## src/rtl/parameter_dispatcher_pkg.sv

```systemverilog
// Shared constants and helpers for the parameter dispatcher.
// Context entries are packed as {valid, pe_id, rf_offset}.
package parameter_dispatcher_pkg;

  localparam int unsigned DEF_PARAMETER_WIDTH = 32;
  localparam int unsigned DEF_PE_ID_WIDTH     = 2;
  localparam int unsigned DEF_RF_WIDTH        = 6;
  localparam int unsigned DEF_ID_WIDTH        = 8;
  localparam int unsigned DEF_COUNT_WIDTH     = 8;

  localparam logic CTX_VLD_RST = 1'b0;

  function automatic int unsigned ctx_valid_pos(
    input int unsigned pe_w,
    input int unsigned rf_w
  );
    return pe_w + rf_w;
  endfunction

  function automatic logic [63:0] sat_max(
    input int unsigned w
  );
    return (64'd1 << w) - 64'd1;
  endfunction

endpackage

```

## src/rtl/parameter_dispatcher_context.sv

```systemverilog
// Context table: un-reset data array, reset valid vector,
// registered read with enable; reads see the pre-write entry.
module parameter_context_table
  import parameter_dispatcher_pkg::*;
#(
  parameter int unsigned ID_WIDTH    = DEF_ID_WIDTH,
  parameter int unsigned PE_ID_WIDTH = DEF_PE_ID_WIDTH,
  parameter int unsigned RF_WIDTH    = DEF_RF_WIDTH
) (
  input  logic                             clk_i,
  input  logic                             rst_ni,
  input  logic                             we_i,
  input  logic [ID_WIDTH-1:0]              waddr_i,
  input  logic [PE_ID_WIDTH+RF_WIDTH:0]    wdata_i,
  input  logic                             re_i,
  input  logic [ID_WIDTH-1:0]              raddr_i,
  output logic                             rd_valid_o,
  output logic [PE_ID_WIDTH+RF_WIDTH-1:0]  rd_dest_o
);

  localparam int unsigned DEPTH   = 1 << ID_WIDTH;
  localparam int unsigned DEST_W  = PE_ID_WIDTH + RF_WIDTH;
  localparam int unsigned VLD_POS =
    ctx_valid_pos(PE_ID_WIDTH, RF_WIDTH);

  logic [DEST_W-1:0] mem_q [DEPTH];
  logic [DEPTH-1:0]  vld_q, vld_d;
  logic              rd_valid_q, rd_valid_d;
  logic [DEST_W-1:0] rd_dest_q, rd_dest_d;

  always_comb begin
    vld_d      = vld_q;
    rd_valid_d = rd_valid_q;
    rd_dest_d  = rd_dest_q;
    if (re_i) begin
      rd_valid_d = vld_q[raddr_i];
      rd_dest_d  = mem_q[raddr_i];
    end
    if (we_i) begin
      vld_d[waddr_i] = wdata_i[VLD_POS];
    end
  end

  always_ff @(posedge clk_i) begin
    if (we_i) begin
      mem_q[waddr_i] <= wdata_i[DEST_W-1:0];
    end
  end

  always_ff @(posedge clk_i or negedge rst_ni) begin
    if (!rst_ni) begin
      vld_q      <= {DEPTH{CTX_VLD_RST}};
      rd_valid_q <= CTX_VLD_RST;
      rd_dest_q  <= '0;
    end else begin
      vld_q      <= vld_d;
      rd_valid_q <= rd_valid_d;
      rd_dest_q  <= rd_dest_d;
    end
  end

  assign rd_valid_o = rd_valid_q;
  assign rd_dest_o  = rd_dest_q;

endmodule

```

## src/rtl/parameter_dispatcher.sv

```systemverilog
// Parameter dispatcher: ID -> context lookup, two-stage
// pipeline into the CGRA parameter buffer, drop/hybrid counters.
module parameter_dispatcher
  import parameter_dispatcher_pkg::*;
#(
  parameter int unsigned PARAMETER_WIDTH = DEF_PARAMETER_WIDTH,
  parameter int unsigned PE_ID_WIDTH     = DEF_PE_ID_WIDTH,
  parameter int unsigned RF_WIDTH        = DEF_RF_WIDTH,
  parameter int unsigned ID_WIDTH        = DEF_ID_WIDTH,
  parameter int unsigned COUNT_WIDTH     = DEF_COUNT_WIDTH
) (
  input  logic                            CGRA_CLK_I,
  input  logic                            RST_N_I,
  input  logic                            EN_I,
  input  logic                            PARAM_VALID_I,
  output logic                            PARAM_READY_O,
  input  logic [PARAMETER_WIDTH-1:0]      PARAM_DATA_I,
  input  logic [ID_WIDTH-1:0]             PARAM_ID_I,
  input  logic                            PARAM_HYBRID_I,
  input  logic                            CTX_WE_I,
  input  logic [ID_WIDTH-1:0]             CTX_ADDR_I,
  input  logic [PE_ID_WIDTH+RF_WIDTH:0]   CTX_DATA_I,
  input  logic                            FLUSH_I,
  input  logic                            SYNC_IN_I,
  input  logic                            CLEAR_ERROR_I,
  input  logic                            FULL_I,
  output logic                            WRITE_EN_O,
  output logic [PARAMETER_WIDTH-1:0]      DATA_O,
  output logic [PE_ID_WIDTH+RF_WIDTH-1:0] DESTINATION_O,
  output logic                            IS_HYBRID_PARAMETER_O,
  output logic                            ERROR_O,
  output logic [COUNT_WIDTH-1:0]          DROP_CNT_O,
  output logic [COUNT_WIDTH-1:0]          HYBRID_CNT_O
);

  localparam int unsigned DEST_W = PE_ID_WIDTH + RF_WIDTH;
  localparam logic [COUNT_WIDTH-1:0] CNT_MAX =
    COUNT_WIDTH'(sat_max(COUNT_WIDTH));
  localparam logic [COUNT_WIDTH-1:0] CNT_ONE =
    COUNT_WIDTH'(1);

  logic                       s1_valid_q, s1_valid_d;
  logic [PARAMETER_WIDTH-1:0] s1_data_q, s1_data_d;
  logic                       s1_hybrid_q, s1_hybrid_d;

  logic                       s2_valid_q, s2_valid_d;
  logic [PARAMETER_WIDTH-1:0] s2_data_q, s2_data_d;
  logic [DEST_W-1:0]          s2_dest_q, s2_dest_d;
  logic                       s2_hybrid_q, s2_hybrid_d;

  logic [COUNT_WIDTH-1:0]     drop_cnt_q, drop_cnt_d;
  logic [COUNT_WIDTH-1:0]     hyb_cnt_q, hyb_cnt_d;
  logic                       error_q, error_d;

  logic              ctx_vld;
  logic [DEST_W-1:0] ctx_dest;

  logic write_en;
  logic s2_free;
  logic s1_xfer;
  logic s2_load;
  logic drop;
  logic ready;
  logic accept;

  parameter_context_table #(
    .ID_WIDTH    (ID_WIDTH),
    .PE_ID_WIDTH (PE_ID_WIDTH),
    .RF_WIDTH    (RF_WIDTH)
  ) u_ctx (
    .clk_i      (CGRA_CLK_I),
    .rst_ni     (RST_N_I),
    .we_i       (EN_I & CTX_WE_I),
    .waddr_i    (CTX_ADDR_I),
    .wdata_i    (CTX_DATA_I),
    .re_i       (accept),
    .raddr_i    (PARAM_ID_I),
    .rd_valid_o (ctx_vld),
    .rd_dest_o  (ctx_dest)
  );

  // The S1 context is the table's registered read of this word.
  always_comb begin
    write_en = EN_I & ~FLUSH_I & s2_valid_q & ~FULL_I;
    s2_free  = ~s2_valid_q | write_en;
    s1_xfer  = EN_I & ~FLUSH_I & s1_valid_q & s2_free;
    s2_load  = s1_xfer & ctx_vld;
    drop     = s1_xfer & ~ctx_vld;
    ready    = EN_I & ~FLUSH_I & (~s1_valid_q | s1_xfer);
    accept   = ready & PARAM_VALID_I;
  end

  always_comb begin
    s1_valid_d  = s1_valid_q;
    s1_data_d   = s1_data_q;
    s1_hybrid_d = s1_hybrid_q;
    if (EN_I) begin
      if (FLUSH_I) begin
        s1_valid_d = 1'b0;
      end else if (accept) begin
        s1_valid_d  = 1'b1;
        s1_data_d   = PARAM_DATA_I;
        s1_hybrid_d = PARAM_HYBRID_I;
      end else if (s1_xfer) begin
        s1_valid_d = 1'b0;
      end
    end
  end

  always_comb begin
    s2_valid_d  = s2_valid_q;
    s2_data_d   = s2_data_q;
    s2_dest_d   = s2_dest_q;
    s2_hybrid_d = s2_hybrid_q;
    if (EN_I) begin
      if (FLUSH_I) begin
        s2_valid_d = 1'b0;
      end else if (s2_load) begin
        s2_valid_d  = 1'b1;
        s2_data_d   = s1_data_q;
        s2_dest_d   = ctx_dest;
        s2_hybrid_d = s1_hybrid_q;
      end else if (write_en) begin
        s2_valid_d = 1'b0;
      end
    end
  end

  // Clear/sync win over a same-cycle drop/increment.
  always_comb begin
    drop_cnt_d = drop_cnt_q;
    error_d    = error_q;
    hyb_cnt_d  = hyb_cnt_q;
    if (EN_I) begin
      if (CLEAR_ERROR_I) begin
        drop_cnt_d = '0;
        error_d    = 1'b0;
      end else if (drop) begin
        error_d = 1'b1;
        if (drop_cnt_q != CNT_MAX) begin
          drop_cnt_d = drop_cnt_q + CNT_ONE;
        end
      end
      if (SYNC_IN_I) begin
        hyb_cnt_d = '0;
      end else if (write_en && s2_hybrid_q
                   && hyb_cnt_q != CNT_MAX) begin
        hyb_cnt_d = hyb_cnt_q + CNT_ONE;
      end
    end
  end

  always_ff @(posedge CGRA_CLK_I or negedge RST_N_I) begin
    if (!RST_N_I) begin
      s1_valid_q  <= 1'b0;
      s1_data_q   <= '0;
      s1_hybrid_q <= 1'b0;
      s2_valid_q  <= 1'b0;
      s2_data_q   <= '0;
      s2_dest_q   <= '0;
      s2_hybrid_q <= 1'b0;
      drop_cnt_q  <= '0;
      hyb_cnt_q   <= '0;
      error_q     <= 1'b0;
    end else begin
      s1_valid_q  <= s1_valid_d;
      s1_data_q   <= s1_data_d;
      s1_hybrid_q <= s1_hybrid_d;
      s2_valid_q  <= s2_valid_d;
      s2_data_q   <= s2_data_d;
      s2_dest_q   <= s2_dest_d;
      s2_hybrid_q <= s2_hybrid_d;
      drop_cnt_q  <= drop_cnt_d;
      hyb_cnt_q   <= hyb_cnt_d;
      error_q     <= error_d;
    end
  end

  assign PARAM_READY_O         = ready;
  assign WRITE_EN_O            = write_en;
  assign DATA_O                = s2_data_q;
  assign DESTINATION_O         = s2_dest_q;
  assign IS_HYBRID_PARAMETER_O = s2_hybrid_q;
  assign ERROR_O               = error_q;
  assign DROP_CNT_O            = drop_cnt_q;
  assign HYBRID_CNT_O          = hyb_cnt_q;

endmodule
```

## config.mk

```make
export PLATFORM = sky130hd
export DESIGN_NAME = parameter_dispatcher
export DESIGN_NICKNAME = d
export VERILOG_FILES = /design/src/rtl/parameter_dispatcher_pkg.sv /design/src/rtl/parameter_dispatcher_context.sv /design/src/rtl/parameter_dispatcher.sv
export SDC_FILE = /design/constraint.sdc
export NUM_CORES = 2
export LEC_CHECK = 0
export CORE_MARGIN = 8
export CORE_UTILIZATION = 50
export CTS_CLUSTER_DIAMETER = 60
export DETAILED_ROUTE_END_ITERATION = 10
export GPL_ROUTABILITY_DRIVEN = 0
export GPL_TIMING_DRIVEN = 0
export PLACE_DENSITY = 0.68
export SLEW_MARGIN = 5
export SYNTH_ARGS = -nofsm -noshare
export SYNTH_HDL_FRONTEND = slang
export SYNTH_HIERARCHICAL = 1
export SYNTH_SLANG_ARGS = --single-unit
```

## constraint.sdc

```tcl
create_clock -name CGRA_CLK_I -period 2.3 [get_ports CGRA_CLK_I]
set_input_delay 0.46 -clock CGRA_CLK_I [delete_from_list [all_inputs] [get_ports CGRA_CLK_I]]
set_output_delay 0.46 -clock CGRA_CLK_I [all_outputs]
set_load 0.02 [all_outputs]
```

==> flow_summary.ini <==
[yosys]
ys_ff_latch = 2406
dominant_register_cell_in_the_synthesized_netlist = sky130_fd_sc_hd__edfxtp_1
synth_cells = 4995
yosys_warnings = 6
ys_types = 84
synth-edff-count = 2048
post_synth.cell_area_avg_um2 = 19.3
synth.yosys.seq_area_share_pct = 73.2
async_flop_share_pct = 14.9
synthesis.nets = 5064
mappedNetlistArea_mm2 = 0.0963

[global_routing]
grt_max_degree = 146
global_route_total_usage_across_every_layer_pct = 36.3
grt_first_pass_wirelength_mm = 504
grt_pass1_vias = 58200
grt_antenna_before_repair = 22
grt_overflow = 0

[placement]
port_buffers = 119
placedCellCount = 7659
place_hpwl_mm = 237
dp_slack_ps = -4140

[min_path]
worstHoldPathCells = 1
hold_end = u_ctx/mem_q[185][6]
holdCritPathClass = input port to register
hp-start = CTX_DATA_I[6]

[floorplan]
number_of_top_level_pins = 127
core-area_mm2 = 0.192
floorplan.initialDensity_pct = 50.1
die_y_um = 455
floorplan.rows = 161
die-area_mm2 = 0.207
die_width_um = 455

[sta]
finalHoldViolCount = 0
achievable-frequency_mhz = 374
unrepaired_setup_endpoints_after_global_routing = true
layout_worst_path_cycle_share_pct = 116
final_ws_setup_ps = -373
final.setup_skew_ps = 42.3
timing_max_transition_violations_final = 0
setup_viol_count_final = 74
slew_headroom_pct = 4.90
final_period_minus_worst_setup_slack_ps = 2670
setup_tns_ps = -4330
tightestPinTransition_ps = 1430

[final_layout]
area_growth_from_synthesis_to_layout_pct = 26.5
layout_common_cells = 2048 x sky130_fd_sc_hd__edfxtp_1, 473 x sky130_fd_sc_hd__buf_4, 376 x sky130_fd_sc_hd__mux2i_1, 369 x sky130_fd_sc_hd__mux2_2, 358 x sky130_fd_sc_hd__dfrtp_1
fillCellCount = 12700
nets = 6061
postLayoutCoreUtil_pct = 63.4
register_area_mm2 = 0.0705
layout-drive-gt1-share_pct = 40.8
non_filler_cells_final = 8749
multiInputGateArea_mm2 = 0.0274
commonest_non_fill_non_tap_cell_in_the_layout = sky130_fd_sc_hd__edfxtp_1

[drt]
route.antenna.remaining_nets = 0
vias = 61900
detail_route.first_pass.iterations = 11
drcViolationCount = 2
via_density_per_instance = 7.07
wl_mm = 383
avgRoutedWirePerCell_um = 43.8
drt-initial-drc-count = 11500

[clock_tree]
cts.clk_slew.worst_paths_ps = 60
cts_tree = yes
clock_insertion_delay_worst_skew_ps = 890
clk_path_buf_depth = 3
clock_sinks = 2406
cts_h_tree_depth = 4
cts_root_buffer_type = sky130_fd_sc_hd__clkbuf_16
number_of_buffers_created_by_cts = 234

[worst_setup_path]
cp.required_ps = 3090
worstReg2RegEnd = u_ctx/rd_dest_o[1]
critPathCaptureType = register
worstReg2RegStart = s2_valid_q
worst_r2r_path_depth = 9
arrival_ps = 3470
crit_type = input port to register
start_kind = input port
timing.critical_path.fanout_max = 10
rrSetupSlack_ps = -350

[pwr]
pwr_density_cell_mw_per_mm2 = 785
leakage_power_total_nw = 42.9
vdd_ir_drop_max_mv = 0.765
overall_power_consumption_mw = 95.6

[outcome]
violations = design-rule violations, negative setup slack
status = complete, but fails checks

[job]
max_cap_violations = 0
-- worst max path at each step --
stage / startpoint / slack [ps] / to
floorplan: PARAM_ID_I[0] / -180 / u_ctx/rd_dest_o[5]
global placement: RST_N_I / -16600 / s1_data_q[15]
detailed placement: PARAM_ID_I[4] / -4140 / u_ctx/rd_dest_o[7]
CTS: s2_valid_q / -210 / u_ctx/rd_dest_o[1]
global route: s2_valid_q / -330 / u_ctx/rd_dest_o[1]
finish: PARAM_ID_I[2] / -370 / u_ctx/rd_dest_o[6]
-- kinds of logic after synthesis --
family          count (synthesis)  synth area share [%]
flops                        2406                  73.2
mux                          1185                  18.0
simple gates                  542                  2.53
compound gates                523                  4.00
buf+inv                       332                  2.19
xor+xnor                        5                0.0455
fa+ha+maj                       2                0.0260
-- layout make-up --
class                      count  area share, %
antenna                       23         0.0473
buffer                       301           3.63
clock buffer                 314           5.30
clock inverter               130          0.939
inverter                      18         0.0637
multi-input combinational   2257           22.5
sequential                  2406           57.9
tap                         2526           2.60
timing repair buffer         774           7.04
-- Yosys cell counts, types with 5 or more instances --
library cell	count	share of area, %
sky130_fd_sc_hd__o21ai_0	42	0.22
sky130_fd_sc_hd__buf_8	21	0.33
sky130_fd_sc_hd__a41oi_2	5	0.084
sky130_fd_sc_hd__clkbuf_1	150	0.58
sky130_fd_sc_hd__a211oi_1	62	0.48
sky130_fd_sc_hd__a22oi_1	15	0.12
sky130_fd_sc_hd__a221o_1	10	0.10
sky130_fd_sc_hd__and2_1	8	0.052
sky130_fd_sc_hd__mux4_1	45	1.2
sky130_fd_sc_hd__inv_1	16	0.062
sky130_fd_sc_hd__o22ai_1	134	0.87
sky130_fd_sc_hd__edfxtp_1	2048	64
sky130_fd_sc_hd__buf_12	9	0.19
sky130_fd_sc_hd__nor2_1	270	1.1
sky130_fd_sc_hd__dfrtp_1	358	9.3
sky130_fd_sc_hd__nand4_1	13	0.084
sky130_fd_sc_hd__o2111ai_1	5	0.045
sky130_fd_sc_hd__buf_1	20	0.078
sky130_fd_sc_hd__nand2_1	114	0.44
sky130_fd_sc_hd__o211ai_1	17	0.13
sky130_fd_sc_hd__nor3_1	13	0.068
sky130_fd_sc_hd__mux4_2	338	7.9
sky130_fd_sc_hd__buf_4	23	0.18
sky130_fd_sc_hd__buf_2	46	0.24
sky130_fd_sc_hd__a2111oi_0	13	0.12
sky130_fd_sc_hd__nor4_1	6	0.039
sky130_fd_sc_hd__nor2b_1	24	0.16
sky130_fd_sc_hd__or3_1	6	0.039
sky130_fd_sc_hd__mux2_2	375	4.4
sky130_fd_sc_hd__a21oi_1	58	0.30
sky130_fd_sc_hd__and3_1	9	0.058
sky130_fd_sc_hd__nand2b_1	9	0.058
sky130_fd_sc_hd__buf_6	45	0.53
sky130_fd_sc_hd__nand3_1	44	0.23
sky130_fd_sc_hd__mux2_1	41	0.48
sky130_fd_sc_hd__o221ai_1	85	0.77
sky130_fd_sc_hd__a221oi_1	24	0.22
sky130_fd_sc_hd__mux2i_1	386	4.0
-- where the power goes --
part / switching [mW] / internal (mW) / leakage (nW)
combinational: 5.79 / 3.04 / 15.9
sequential: 0.443 / 48.0 / 23.3
clock: 17.0 / 21.3 / 3.75
total: 23.3 / 72.3 / 42.9
-- layer usage --
metal	vias to the layer above	global-route usage [%]	routed length, um
met4	20	28.7	39500
met2	6029	50.3	157000
li1	22500	-	-
met3	1663	17.1	65100
met5	-	0.932	244
met1	31700	43.3	121000
-- flip-flops by register name (all words and copies together), names as in the netlist, 8 cells and up --
signal,count
u_ctx/mem_q,2048
u_ctx/vld_q,256
DATA_O,32
s1_data_q,32
DESTINATION_O,8
DROP_CNT_O,8
HYBRID_CNT_O,8
u_ctx/rd_dest_o,8
-- stage by stage --
stage          hold slack [ps]  area (um2)
2_1_floorplan              164       97700
3_3_place_gp               465      102000
3_5_place_dp               474      103000
4_1_cts                    117      121000
5_1_grt                    108      122000
6_report                  82.3      122000
-- timing repair --
action	4_1_cts	5_1_grt
gates cloned	9	0
gates resized for setup	1121	101
endpoints found under the setup margin	2373	73
hold endpoints to repair	85	0
buffers inserted	562	63
pin swaps	241	34
hold buffers	2	0
-- critical path, stage by stage --
cell and delay [ps]:
sky130_fd_sc_hd__buf_2 200, sky130_fd_sc_hd__buf_4 230, sky130_fd_sc_hd__buf_6 210, sky130_fd_sc_hd__clkinv_2 200, sky130_fd_sc_hd__buf_4 460, sky130_fd_sc_hd__buf_4 460
sky130_fd_sc_hd__nand2_1 140, sky130_fd_sc_hd__a211oi_1 250, sky130_fd_sc_hd__nand4_1 490, sky130_fd_sc_hd__o221ai_1 340
No activity file was read; power rests on OpenSTA's default activity.
